`config.mk`:
```
export PLATFORM = sky130hd
export DESIGN_NAME = shift_reg_controller_flat
export DESIGN_NICKNAME = d
export VERILOG_FILES = /design/src/rtl/shift_reg_controller_if.sv /design/src/rtl/shift_reg_controller.sv /design/src/flat_wrapper.sv
export SDC_FILE = /design/constraint.sdc
export NUM_CORES = 1
export LEC_CHECK = 0
export CAP_MARGIN = 30
export CORE_MARGIN = 2
export CORE_UTILIZATION = 40
export CTS_CLUSTER_DIAMETER = 150
export CTS_CLUSTER_SIZE = 40
export DETAILED_ROUTE_END_ITERATION = 12
export PLACE_DENSITY = 0.78
export SETUP_SLACK_MARGIN = 0.5
export SYNTH_ARGS = -nofsm -noshare
export SYNTH_HDL_FRONTEND = slang
export SYNTH_SLANG_ARGS = --single-unit
```
`constraint.sdc`:
```
create_clock -name clk -period 1.4 [get_ports clk]
set_input_delay 0.28 -clock clk [delete_from_list [all_inputs] [get_ports clk]]
set_output_delay 0.28 -clock clk [all_outputs]
set_load 0.005 [all_outputs]
```
`src/rtl/shift_reg_controller_if.sv`:
```
// shift_reg_controller_if: transfer bundle; master drives start/din/dir/pause/sin, slave returns ready/busy/sout/sout_valid/done/q
interface shift_reg_controller_if #(parameter int N = 4);
  logic start, dir, pause, sin, ready, busy, sout, sout_valid, done;
  logic [N-1:0] din, q;
  modport master(output start, din, dir, pause, sin, input ready, busy, sout, sout_valid, done, q);
  modport slave(input start, din, dir, pause, sin, output ready, busy, sout, sout_valid, done, q);
endinterface

```
`src/rtl/shift_reg_controller.sv`:
```
// shift_reg_controller: full-duplex N-bit serial transceiver; clk, rst (sync, active-high), b (slave: start/din/dir/pause/sin in, ready/busy/sout/sout_valid/done/q out)
module shift_reg_controller #(parameter int N = 4) (
  input logic clk,
  input logic rst,
  shift_reg_controller_if.slave b
);
  localparam int CW = $clog2(N + 1);
  localparam logic [CW-1:0] LAST = CW'(N - 1);
  typedef enum logic [1:0] {IDLE, SHIFT, DONE} state_t;
  state_t state, state_n;
  logic [N-1:0] shreg, shreg_n;
  logic [CW-1:0] count;
  logic dir_l, shifting;
  assign shifting = state == SHIFT && !b.pause;
  assign shreg_n = dir_l ? {b.sin, shreg[N-1:1]} : {shreg[N-2:0], b.sin};
  assign b.ready = state == IDLE;
  assign b.busy = state != IDLE;
  assign b.done = state == DONE;
  assign b.sout_valid = shifting;
  assign b.sout = state == SHIFT && (dir_l ? shreg[0] : shreg[N-1]);
  always_ff @(posedge clk) state <= rst ? IDLE : state_n;
  always_comb begin
    state_n = state;
    state_n = state == IDLE ? (b.start ? SHIFT : IDLE)
            : state == SHIFT ? (shifting && count == LAST ? DONE : SHIFT)
            : IDLE;
  end
  always_ff @(posedge clk) begin
    if (rst) begin
      shreg <= '0;
      count <= '0;
      dir_l <= 1'b0;
      b.q <= '0;
    end else if (state == IDLE && b.start) begin
      shreg <= b.din;
      dir_l <= b.dir;
      count <= '0;
    end else if (shifting) begin
      shreg <= shreg_n;
      count <= count == LAST ? '0 : count + CW'(1);
      if (count == LAST) b.q <= shreg_n;
    end
  end
endmodule

```
`src/flat_wrapper.sv`:
```
// flat-port wrapper written by rule: the top's interface ports become plain ports
module shift_reg_controller_flat 
#(parameter int N = 4)
  (clk, rst, b_start, b_din, b_dir, b_pause, b_sin, b_ready, b_busy, b_sout, b_sout_valid, b_done, b_q);
  shift_reg_controller_if #(.N(N)) b_i ();
  input logic clk;
  input logic rst;
  input wire logic [$bits(b_i.start)-1:0] b_start;
  input wire logic [$bits(b_i.din)-1:0] b_din;
  input wire logic [$bits(b_i.dir)-1:0] b_dir;
  input wire logic [$bits(b_i.pause)-1:0] b_pause;
  input wire logic [$bits(b_i.sin)-1:0] b_sin;
  output wire logic [$bits(b_i.ready)-1:0] b_ready;
  output wire logic [$bits(b_i.busy)-1:0] b_busy;
  output wire logic [$bits(b_i.sout)-1:0] b_sout;
  output wire logic [$bits(b_i.sout_valid)-1:0] b_sout_valid;
  output wire logic [$bits(b_i.done)-1:0] b_done;
  output wire logic [$bits(b_i.q)-1:0] b_q;
  assign b_i.start = b_start;
  assign b_i.din = b_din;
  assign b_i.dir = b_dir;
  assign b_i.pause = b_pause;
  assign b_i.sin = b_sin;
  assign b_ready = b_i.ready;
  assign b_busy = b_i.busy;
  assign b_sout = b_i.sout;
  assign b_sout_valid = b_i.sout_valid;
  assign b_done = b_i.done;
  assign b_q = b_i.q;
  shift_reg_controller #(.N(N)) u_core (.clk(clk), .rst(rst), .b(b_i));
endmodule
```
Word level (Yosys, flattened, before mapping)
Cells that the tools add are included.

storage, ports and cells
  bits in registers = 14
  latch bits = 0
  memory bits (writable) = 0
  memory bits (read-only) = 0
  input bits = 10
  output and inout bits = 9
  logic and storage cells = 29
  memories = 0

cells by class
  $add $sub $neg = 1
  multipliers = 0
  div/mod/pow operators = 0
  $lt $le $gt $ge = 0
  equality and inequality tests = 3
  shift operators = 0
  mux-type cells = 9
  bitwise operators = 1
  reductions and logical operators = 10

operators with widths
  kind                                            number
  two-way mux 4 bit                               3
  two-way mux 2 bit                               3
  logical AND 1 bit                               4
  nonzero test 2 bit                              2
  adder 3 x 1 -> 3 bit (second input constant)    1
  == test 3 x 2 -> 1 bit (second input constant)  1
  two-way mux 3 bit                               1
  AND reduction 3 bit                             1
  == test 2 x 1 -> 1 bit (second input constant)  1
  == test 2 bit (second input constant)           1
  zero test 2 bit                                 1
  two-way mux 1 bit                               2
  OR reduction 2 bit                              1
  zero test 1 bit                                 1
  NOT 1 bit                                       1

Logic depth before layout (Yosys ltp)
  depth after elaboration = 6
  gate-level depth with buffers = 5
  gate-level depth less buffers = 4

Worst setup path after synthesis
Ideal clock, no wire load.

  path kind = register to register
  start point = reg u_core.state[0]
  end point = reg u_core.count[1]
  library setup time = 131 ps
  arrival time = 1216 ps
  data required time = 1269 ps
  path slack = 53 ps
  cell stages (with the launch flop) = 6
  path buffers = 1
  clock period less this slack = 1347 ps
  path through = dfxtp_1 -> or3b_1 -> clkinv_1 -> buf_6 -> mux2i_1 -> nor3_2

between the ends
  elaborated cells on any way between the ends = 5
  classes of those cells = eq/ne: 1; reduce/logical: 4

RTL lines
  element                 RTL line                    source
  start, declared         shift_reg_controller.sv:10  state_t state, state_n;
  start signal, assigned  shift_reg_controller.sv:21  always_ff @(posedge clk) state <= rst ? IDLE : state_n;
  == test 2 x 1 -> 1 bit  shift_reg_controller.sv:14  assign shifting = state == SHIFT && !b.pause;
  logical AND 1 bit       shift_reg_controller.sv:14
  via b_sout_valid        flat_wrapper.sv:16          output wire logic [$bits(b_i.sout_valid)-1:0] b_sout_valid;
  end signal, assigned    shift_reg_controller.sv:40  count <= count == LAST ? '0 : count + CW'(1);
  end, declared           shift_reg_controller.sv:12  logic [CW-1:0] count;

The timed path passes the listed nets, and every way through them passes these cells.
A chain may end at the register's enable or synchronous reset.

Worst setup path in the final report
  start point = reg u_core.state[1]
  end point = out b_sout_valid

between the ends
  longest elaborated chain between the ends = 2

ends and longest elaborated chain
  element                 RTL line
  == test 2 x 1 -> 1 bit  shift_reg_controller.sv:14
  logical AND 1 bit       shift_reg_controller.sv:14
  end, declared           flat_wrapper.sv:16

Every way passes these cells.

==> out/metrics.csv <==
metric,value,unit
die width,44.3,um
post-synthesis compound-gate area fraction,0.129,
synth-to-layout area growth,56.1,%
#FFs+latches synth,14,
count of nets after finishing,112,
Avg WL per Cell,13.6,um
global-route wire length before repair,2590,um
main combinational cell family by area after synthesis,simple AND/OR/NAND/NOR gates,
power per unit of standard cell area,860,mW/mm2
Met1 Routed Length,693,um
Std-Cell Core Area,0.00151,mm2
Post-Synth Adder-Cell Area,0.0193,
Sink Count,14,
hold_ws,0.485,ns
total vias in the final route,616,
number of global-route vias before repair,572,
final worst-path setup slack,-0.0512,ns
Synth area leader,sky130_fd_sc_hd__dfxtp_1,
peak clock frequency supported by timing,689,MHz
IO Pins,19,
post-route fraction of the period consumed by the critical path,1.04,
ratio of cells with drive above 1 in the final layout,0.480,
multiplexer share of the synthesized area,0.100,
failing checks,setup timing,
warnings from Yosys,0,
cts bufs inserted,3,
number of DRC markers in iteration 0,13,
height of the die,44.3,um
setup total negative slack,-0.0994,ns
required time of the critical path,1.12,ns
Area after DPL,916,um2
leakage component of the power,0.397,nW
clock tree root driver cell,sky130_fd_sc_hd__clkbuf_4,
placer congestion estimate,0.753,
fraction of synthesis flops using an asynchronous set or reset pin,0,
number of inserted diodes,0,
buffers added on ports,18,
final worst clock skew,0.00518,ns
Post-Syn Instances,71,
TritonCTS clock tree,built,
amount of wire on met2 after detailed routing,728,um
synthesized net count,82,
hpwl dp,1100,um
synthesized-area fraction occupied by and/or/nand/nor cells,0.252,
uppermost signal routing layer after detailed routing,met4,
via-per-instance ratio,5.31,
CP Launch Point,u_core.state[1],
"final std cell area, no fill",0.00101,mm2
final hold violation count,0,
most numerous cell in the Yosys netlist,sky130_fd_sc_hd__dfxtp_1,
count of endpoints failing setup in the final report,3,
overall die area,0.00196,mm2
critical path peak fanout,2,
most used flip-flop cell after synthesis,sky130_fd_sc_hd__dfxtp_1,
remaining max-slew budget at the tightest pin,0.822,
DR DRC count,0,
pre-CTS setup slack,-0.550,ns
cell types with the highest counts after synthesis,"sky130_fd_sc_hd__dfxtp_1 (14), sky130_fd_sc_hd__a21oi_1 (9), sky130_fd_sc_hd__nor3_1 (9)",
Std-Cell Rows,14,
number of search-and-repair iterations in the first detailed-routing pass,4,
core occupancy in the finished layout,0.673,
maximum clock insertion buffer count,2,
beginning of the worst register-to-register path,u_core.state[1],
crit start category,register,
global router's overall resource usage,0.185,
hold path startpoint,u_core.count[2],
Area contributors post-synth,"sky130_fd_sc_hd__dfxtp_1 (43%), sky130_fd_sc_hd__a21oi_1 (6.9%), sky130_fd_sc_hd__nor3_1 (6.9%)",
type of the setup path with the least slack,register to primary output,
number of distinct library cells after synthesis,26,
H-tree Lvls,1,
non-filler instance count after layout,116,
fraction of synthesized cell area taken by the top area cell type,0.432,
crit path capture type,primary output,
worst voltage drop across the vdd grid,0.537,mV
WL met3,95,um
largest net degree at the start of global routing,12,
Post-synth EDFFs,0,
area of the mapped netlist,649,um2
sequential element share of the synthesized area,0.432,
initial antenna violation count,0,
transition time at the pin with the least slew margin,0.266,ns
number of hold buffers added after cts,0,
clock transition at the registers of the reported paths,0.09,ns
Final Critical Period,1.45,ns
Clock Latency Late Sink,0.29,ns
status,finished with violations,
overall power of the completed layout,871,uW
Post-Synth XOR/XNOR Area,0.0135,
type of the tightest min-delay check,register to register,
total wire length after detailed routing,1570,um
setup repair after global routing missed its margin,yes,
Post-Place Cells,112,
endpoint arrival time on the critical path,1.17,ns
MaxCap Viol Count,0,
Initial Util,0.431,
aggregate global routing overflow,0,
post-route ant nets,0,
average footprint of a synthesized cell,9.15,um2
post-CTS setup-driven buffer insertion count,0,
max-slew violation count,0,
==> layout by cell type (no fill, tap or decap), drive strengths merged <==
cell type,count
clkbuf,4
mux2,4
nor2,3
buf,18
and2b,1
clkinv,1
a2111oi,1
nor4,2
dlygate4sd2,4
nor3,10
clkdlybuf4s50,7
nand2,2
dfxtp,14
nor3b,2
nand2b,1
xnor2,1
mux2i,2
a21oi,9
nor2b,1
or3b,2
a22oi,4
nand3,4
inv,2
ha,1
==> power breakdown <==
| part | switching, mW | internal, mW |
|---|---|---|
| Sequential | 0.00811 | 0.412 |
| Combinational | 0.0682 | 0.0877 |
| Clock | 0.137 | 0.159 |
| Total | 0.213 | 0.658 |
==> final cells by class <==
class | count | area (um2)
timing repair buffer | 29 | 249
clock buffer | 4 | 36.3
multi-input combinational | 50 | 403
inverter | 3 | 16.3
sequential | 14 | 289
fill | 121 | 493
tap | 16 | 20.0
==> final timing paths <==
kind                     endpoint  slack (ns)  cells past startpoint
setup / recovery     b_sout_valid       -0.05                      3
hold / removal    u_core.count[2]        0.49                      2
setup reg to reg  u_core.count[1]        0.04                      5
hold reg to reg   u_core.count[2]        0.49                      2
==> repair_timing <==
| action | in CTS | in global routing |
|---|---|---|
| endpoints found under the setup margin | 23 | 23 |
| pin swaps | 4 | 3 |
| resized for setup | 52 | 7 |
==> critical path, cell delays in order, from the launching register on <==
cell                       delay (ns)
sky130_fd_sc_hd__dfxtp_2         0.33
sky130_fd_sc_hd__or3b_4          0.41
sky130_fd_sc_hd__clkinv_4        0.06
sky130_fd_sc_hd__buf_6           0.08
==> cells by family after synthesis <==
logic type | Yosys count
fa+ha+maj | 1
mux | 6
buf+inv | 7
compound gates | 14
flops | 14
xor+xnor | 1
simple gates | 28
==> sequential cells by signal, summed over array words and instances, names as in the netlist <==
| signal | count |
|---|---|
| u_core.b.q | 4 |
| u_core.shreg | 4 |
| u_core.count | 3 |
| u_core.state | 2 |
| u_core.dir_l | 1 |
==> layer usage <==
layer | track usage | vias to the layer above
li1 | - | 318
met1 | 0.250 | 270
met3 | 0.0286 | 5
met2 | 0.256 | 23
met5 | 0 | -
met4 | 0.158 | 0
(Power assumes the default switching activity.)
==> RTL edit 1 (config.mk and constraints unchanged) <==
Reset style: asynchronous (`rst`), changed in one clocked block.
--- a/src/rtl/shift_reg_controller.sv
+++ b/src/rtl/shift_reg_controller.sv
@@ -25,7 +25,7 @@
             : state == SHIFT ? (shifting && count == LAST ? DONE : SHIFT)
             : IDLE;
   end
-  always_ff @(posedge clk) begin
+  always_ff @(posedge clk or posedge rst) begin
     if (rst) begin
       shreg <= '0;
       count <= '0;
Behaviour: differs if rst is asserted again (counterexample within 4 cycles, from zero or initial values and one cycle with rst high); with rst held inactive, the same outputs for 10 cycles.
==> RTL edit 1 against the original RTL <==
The flow still finishes with violations (negative setup slack). Critical path depth is the same. Wire length grew 31%. Register-to-register slack lost 0.16 ns. Synthesized area grew 4.0%. Design area grew 17%. Core utilization grew 9.4 points. Via count grew 3.9%. Largest cell class is now buffers. Sequential cell count is the same. Worst setup slack lost 0.12 ns. Fmax shrank 7.4%.
Power is not compared: it rests on default switching activity, and its combinational part moved more than twofold at a synthesized area within 25%.
==> RTL edit 1: results (changes against the original RTL) <==
{
  "outcome": {
    "failed_checks": "negative setup slack",
    "status": "complete, but fails checks"
  },
  "logic_synthesis": {
    "sequential_share_of_the_synthesized_area": {"value": 0.504, "change": "+0.0721"},
    "synth_commonest_cells": "sky130_fd_sc_hd__dfrtp_1, sky130_fd_sc_hd__nor2_1, sky130_fd_sc_hd__inv_1, sky130_fd_sc_hd__mux2_2",
    "netlist-cell-type-count": {"value": 25, "change": "-3.8%"},
    "synthTopCellsByArea": "sky130_fd_sc_hd__dfrtp_1, sky130_fd_sc_hd__mux2_2, sky130_fd_sc_hd__dfxtp_1"
  },
  "min_path": {
    "min_path_type": "in -> async"
  },
  "place": {
    "gp_congestion": {"value": 0.767, "change": "+1.8%"},
    "placedCellCount": {"value": 102, "change": "-8.9%"},
    "postPlaceCellArea": {"value": 960, "unit": "sq um", "change": "+4.8%"},
    "detailedPlacementHpwl": {"value": 1.05, "unit": "mm", "change": "-4.3%"}
  },
  "sta": {
    "fin_hold_ws": {"value": 0.327, "unit": "ns", "change": "-0.158 ns"},
    "fin_ws": {"value": -0.167, "unit": "ns", "change": "-0.116 ns"},
    "slew_hr": {"value": 0.774, "change": "-0.0477"},
    "finalSetupViolations": {"value": 12, "change": "+9"}
  },
  "worst_setup_path": {
    "worst_setup_path_startpoint": "u_core.dir_l",
    "r2r_slack": {"value": -0.12, "unit": "ns", "change": "-0.16 ns"}
  },
  "final_layout": {
    "nets": {"value": 117, "change": "+4.5%"},
    "fill_cells": {"value": 100, "change": "-17%"}
  },
  "grt": {
    "grt_max_degree": {"value": 13, "change": "+1"}
  },
  "detailed_routing": {
    "detail_route.wirelength.met1": {"value": 877, "unit": "um", "change": "+27%"},
    "wirelength": {"value": 2.06, "unit": "mm", "change": "+31%"},
    "detail_route.vias_per_cell": {"value": 5.29, "change": "-0.40%"},
    "detail_route.iter0.violations": {"value": 6, "change": "-7"},
    "routedWlPerCell": {"value": 17.0, "unit": "um", "change": "+25%"},
    "met2_wirelength": {"value": 1.03, "unit": "mm", "change": "+41%"}
  }
}
RTL edit 1: cell types whose count changed after synthesis, moves of 4 or more:
| cell | unedited run | this run |
|---|---|---|
| sky130_fd_sc_hd__dfrtp_1 | 0 | 12 |
| sky130_fd_sc_hd__dfxtp_1 | 14 | 2 |
| sky130_fd_sc_hd__a22oi_1 | 4 | 0 |
| sky130_fd_sc_hd__a21oi_1 | 9 | 3 |
| sky130_fd_sc_hd__nor3_1 | 9 | 0 |
| sky130_fd_sc_hd__nand3_1 | 4 | 0 |
RTL edit 1: final cells by class:
cell class	count	share of cell area
repair buffers	46	0.337
multi-input cells	36	0.304
inverters	5	0.0222
clock buffers	4	0.0307
well taps	16	0.0169
flip-flops and latches	14	0.290
RTL edit 1: stage by stage:
step / worst slack, ns / TNS, ns / util
after floorplan: 0.000752 / 0 / -
after global placement: -0.521 / -5.16 / 0.623
after detailed placement: -0.521 / -5.40 / 0.623
after CTS: -0.156 / -0.571 / 0.727
after global routing: -0.189 / -1.33 / 0.767
final: -0.167 / -0.757 / 0.767
RTL edit 1: repair_timing:
item | CTS | global route
setup endpoints to repair | 23 | 23
endpoints found under the hold margin | 0 | 0
pin swaps | 8 | 7
setup buffers | 11 | 4
resized for setup | 61 | 8
RTL edit 1: power groups by stage:
stage / clock, mW / sequential (mW) / combinational, mW
6_report: 0.296 / 0.492 / 0.371
4_1_cts: 0.294 / 0.485 / 0.317
5_1_grt: 0.316 / 0.496 / 0.397
3_3_place_gp: 0 / 0.493 / 0.276
2_1_floorplan: 0 / 0.492 / 0.149
3_5_place_dp: 0 / 0.494 / 0.281
RTL edit 1: final timing paths:
check | endpoint
worst min-delay path | u_core.shreg[1]
min in group clk | u_core.b.q[2]
worst max-delay path | b_sout
worst max register to register | u_core.shreg[1]
worst min register to register | u_core.b.q[2]
max in group asynchronous | u_core.count[1]
RTL edit 1: kinds of logic (layout without fill, tap and decap cells):
| family | Yosys count | in the layout | synth area share |
|---|---|---|---|
| DFF | 14 | 14 | 0.504 |
| muxes | 8 | 8 | 0.141 |
| AOI/OAI and AO/OA | 14 | 14 | 0.159 |
| adders and majority gates | 1 | 1 | 0.0185 |
| and+or+nand+nor | 13 | 13 | 0.120 |
| buffers and inverters | 7 | 55 | 0.0574 |
RTL edit 1: metal layers:
layer,track usage,vias to the layer above
li1,-,299
met1,0.256,309
met2,0.323,24
met3,0.0640,8
met4,0.0882,0
met5,0,-
RTL edit 1: critical path, cell delays in order (launching register included):
cell and delay, ns:
sky130_fd_sc_hd__dfrtp_1 0.40, sky130_fd_sc_hd__mux2_4 0.30, sky130_fd_sc_hd__and3_4 0.18, sky130_fd_sc_hd__buf_6 0.11
==> RTL edit 2 (same flow settings) <==
Without the edit above. `N` is set to 4 in 3 places; all go to 8.
--- a/src/rtl/shift_reg_controller_if.sv
+++ b/src/rtl/shift_reg_controller_if.sv
@@ -1,5 +1,5 @@
 // shift_reg_controller_if: transfer bundle; master drives start/din/dir/pause/sin, slave returns ready/busy/sout/sout_valid/done/q
-interface shift_reg_controller_if #(parameter int N = 4);
+interface shift_reg_controller_if #(parameter int N = 8);
   logic start, dir, pause, sin, ready, busy, sout, sout_valid, done;
   logic [N-1:0] din, q;
   modport master(output start, din, dir, pause, sin, input ready, busy, sout, sout_valid, done, q);
--- a/src/rtl/shift_reg_controller.sv
+++ b/src/rtl/shift_reg_controller.sv
@@ -1,5 +1,5 @@
 // shift_reg_controller: full-duplex N-bit serial transceiver; clk, rst (sync, active-high), b (slave: start/din/dir/pause/sin in, ready/busy/sout/sout_valid/done/q out)
-module shift_reg_controller #(parameter int N = 4) (
+module shift_reg_controller #(parameter int N = 8) (
   input logic clk,
   input logic rst,
   shift_reg_controller_if.slave b
--- a/src/flat_wrapper.sv
+++ b/src/flat_wrapper.sv
@@ -1,6 +1,6 @@
 // flat-port wrapper written by rule: the top's interface ports become plain ports
 module shift_reg_controller_flat 
-#(parameter int N = 4)
+#(parameter int N = 8)
   (clk, rst, b_start, b_din, b_dir, b_pause, b_sin, b_ready, b_busy, b_sout, b_sout_valid, b_done, b_q);
   shift_reg_controller_if #(.N(N)) b_i ();
   input logic clk;
Interface: changed (resized b_din and b_q); port bits go from 19 to 27. The function was not compared with the original's and may differ.
==> RTL edit 2 against the original RTL <==
Total power rose by 48%. Design area is 88% higher. Count of clock-buffer cells in the layout decreased by 1. Synthesized area is 74% higher. Sequential cell count is 9 higher. Worst setup slack worse by 0.086 ns. Wire length grew 120%. Clock skew rose by 0.0049 ns. Sequential power rose by 65%. Critical path depth did not move. The run still ends with negative setup slack left.
==> RTL edit 2: results (changes against the original RTL) <==
{
  "outcome": {
    "status": "complete, but fails checks",
    "failed_checks": "negative setup slack"
  },
  "sta": {
    "fin_ws": {"value": -0.137, "unit": "ns", "change": "-0.0858 ns"},
    "worst-slew-pin-transition": {"value": 0.208, "unit": "ns", "change": "-0.0576 ns"},
    "tns": {"value": -0.592, "unit": "ns", "change": "-0.492 ns"},
    "skew": {"value": 0.0101, "unit": "ns", "change": "+0.00490 ns"},
    "finalSetupViolations": {"value": 11, "change": "+8"}
  },
  "logic_synthesis": {
    "post_synth_fa_ha_maj_area_fraction": {"value": 0.0111, "change": "-0.00817"},
    "fraction_of_the_mapped_netlist_area_in_compound_gates": {"value": 0.144, "change": "+0.0152"},
    "synthMuxAreaShare": {"value": 0.107, "change": "+0.00636"},
    "synthTopCellsByArea": "sky130_fd_sc_hd__dfxtp_1, sky130_fd_sc_hd__nor3_1, sky130_fd_sc_hd__mux2_2",
    "synth_commonest_cells": "sky130_fd_sc_hd__dfxtp_1, sky130_fd_sc_hd__nor3_1, sky130_fd_sc_hd__a21oi_1",
    "sequential_share_of_the_synthesized_area": {"value": 0.408, "change": "-0.0232"},
    "netlist-cell-type-count": {"value": 37, "change": "+42%"},
    "synth_xor_area_frac": {"value": 0.00777, "change": "-0.00572"}
  },
  "power": {
    "vdd_ir_drop_max": {"value": 0.000462, "unit": "V", "change": "-14%"},
    "power_leakage": {"value": 0.735, "unit": "nW", "change": "+85%"}
  },
  "detailed_routing": {
    "detail_route.iter0.violations": {"value": 25, "change": "+12"},
    "via_count": {"value": 1136, "change": "+84%"},
    "routedWlPerCell": {"value": 16.7, "unit": "um", "change": "+23%"}
  },
  "place": {
    "port_buffers": {"value": 26, "change": "+8"},
    "detailedPlacementHpwl": {"value": 2.05, "unit": "mm", "change": "+87%"},
    "gp_congestion": {"value": 0.861, "change": "+14%"}
  },
  "final_layout": {
    "nets": {"value": 189, "change": "+69%"},
    "reg.largest.list": "u_core.b.q: 8 flops, u_core.shreg: 8 flops, u_core.count: 4 flops",
    "post_route_cells_drive_above_1_share": {"value": 0.601, "change": "+0.121"},
    "insertedDiodeCount": {"value": 0, "change": "unchanged"}
  },
  "grt": {
    "gr-usage-all-layers": {"value": 0.182, "change": "-0.00331"},
    "grt_pass1_wl": {"value": 4.65, "unit": "mm", "change": "+79%"},
    "grt_pass1_vias": {"value": 1001, "change": "+75%"},
    "grt_max_degree": {"value": 14, "change": "+2"}
  },
  "worst_setup_path": {
    "critical_path_arrival": {"value": 1.26, "unit": "ns", "change": "+0.09 ns"},
    "timing.reg2reg.worst_path_depth": {"value": 4, "change": "-1"}
  },
  "cts": {
    "cts_inserted_buffers": {"value": 3, "change": "unchanged"},
    "clkTransAtPathRegs": {"value": 0.14, "unit": "ns", "change": "+0.05 ns"},
    "clkLatencyLatePin": {"value": 0.32, "unit": "ns", "change": "+0.03 ns"}
  }
}
[RTL edit 2: path summary, 6_finish.rpt]
check	start	to	slack [ns]
max reg2reg	u_core.state[0]	u_core.count[2]	-0.10
max	u_core.state[0]	b_sout_valid	-0.14
min reg2reg	u_core.count[1]	u_core.count[1]	0.50
min	u_core.count[1]	u_core.count[1]	0.50
[RTL edit 2: cells by family (layout without fill, tap and decap cells)]
logic type	Yosys count	after routing
fa+ha+maj	1	1
flops	23	23
xor+xnor	1	1
buf+inv	15	62
mux	11	11
compound gates	28	28
simple gates	47	47
[RTL edit 2: metrics by stage]
stage / util / std cells / setup slack [ns]
5_1_grt: 0.702 / 204 / -0.168
3_3_place_gp: 0.573 / 185 / -0.594
6_report: 0.702 / 204 / -0.137
3_5_place_dp: 0.573 / 185 / -0.593
4_1_cts: 0.604 / 192 / -0.113
2_1_floorplan: - / 126 / -0.0236
[RTL edit 2: critical path, cell delays in order (launching register included)]
cell	delay [ns]
sky130_fd_sc_hd__dfxtp_2	0.37
sky130_fd_sc_hd__or3b_4	0.41
sky130_fd_sc_hd__inv_4	0.07
sky130_fd_sc_hd__buf_6	0.08
[RTL edit 2: final cells by class]
class                      count  area [sq um]
clock buffer                   3          22.5
tap                           31          38.8
inverter                       3          13.8
clock inverter                 1          5.00
timing repair buffer          55           508
fill                         187           807
multi-input combinational     88           840
sequential                    23           475
[RTL edit 2: power groups by stage]
stage	registers [mW]	logic, mW	clock network (mW)
2_1_floorplan	0.702	0.138	0
3_3_place_gp	0.705	0.211	0
3_5_place_dp	0.706	0.217	0
4_1_cts	0.693	0.228	0.320
5_1_grt	0.696	0.288	0.356
6_report	0.694	0.270	0.326
[RTL edit 2: per-layer routing]
layer | GRT usage | vias up | part of all wire
li1 | - | 547 | -
met1 | 0.247 | 552 | 0.42
met2 | 0.305 | 33 | 0.53
met3 | 0.0295 | 4 | 0.047
met4 | 0.0399 | 0 | 0.0085
met5 | 0 | - | 0
[RTL edit 2: what timing repair did]
item,in CTS,in global routing
buffers inserted,3,10
resized for setup,72,38
setup endpoints to repair,36,36
pin swaps,5,11
gates cloned,0,2
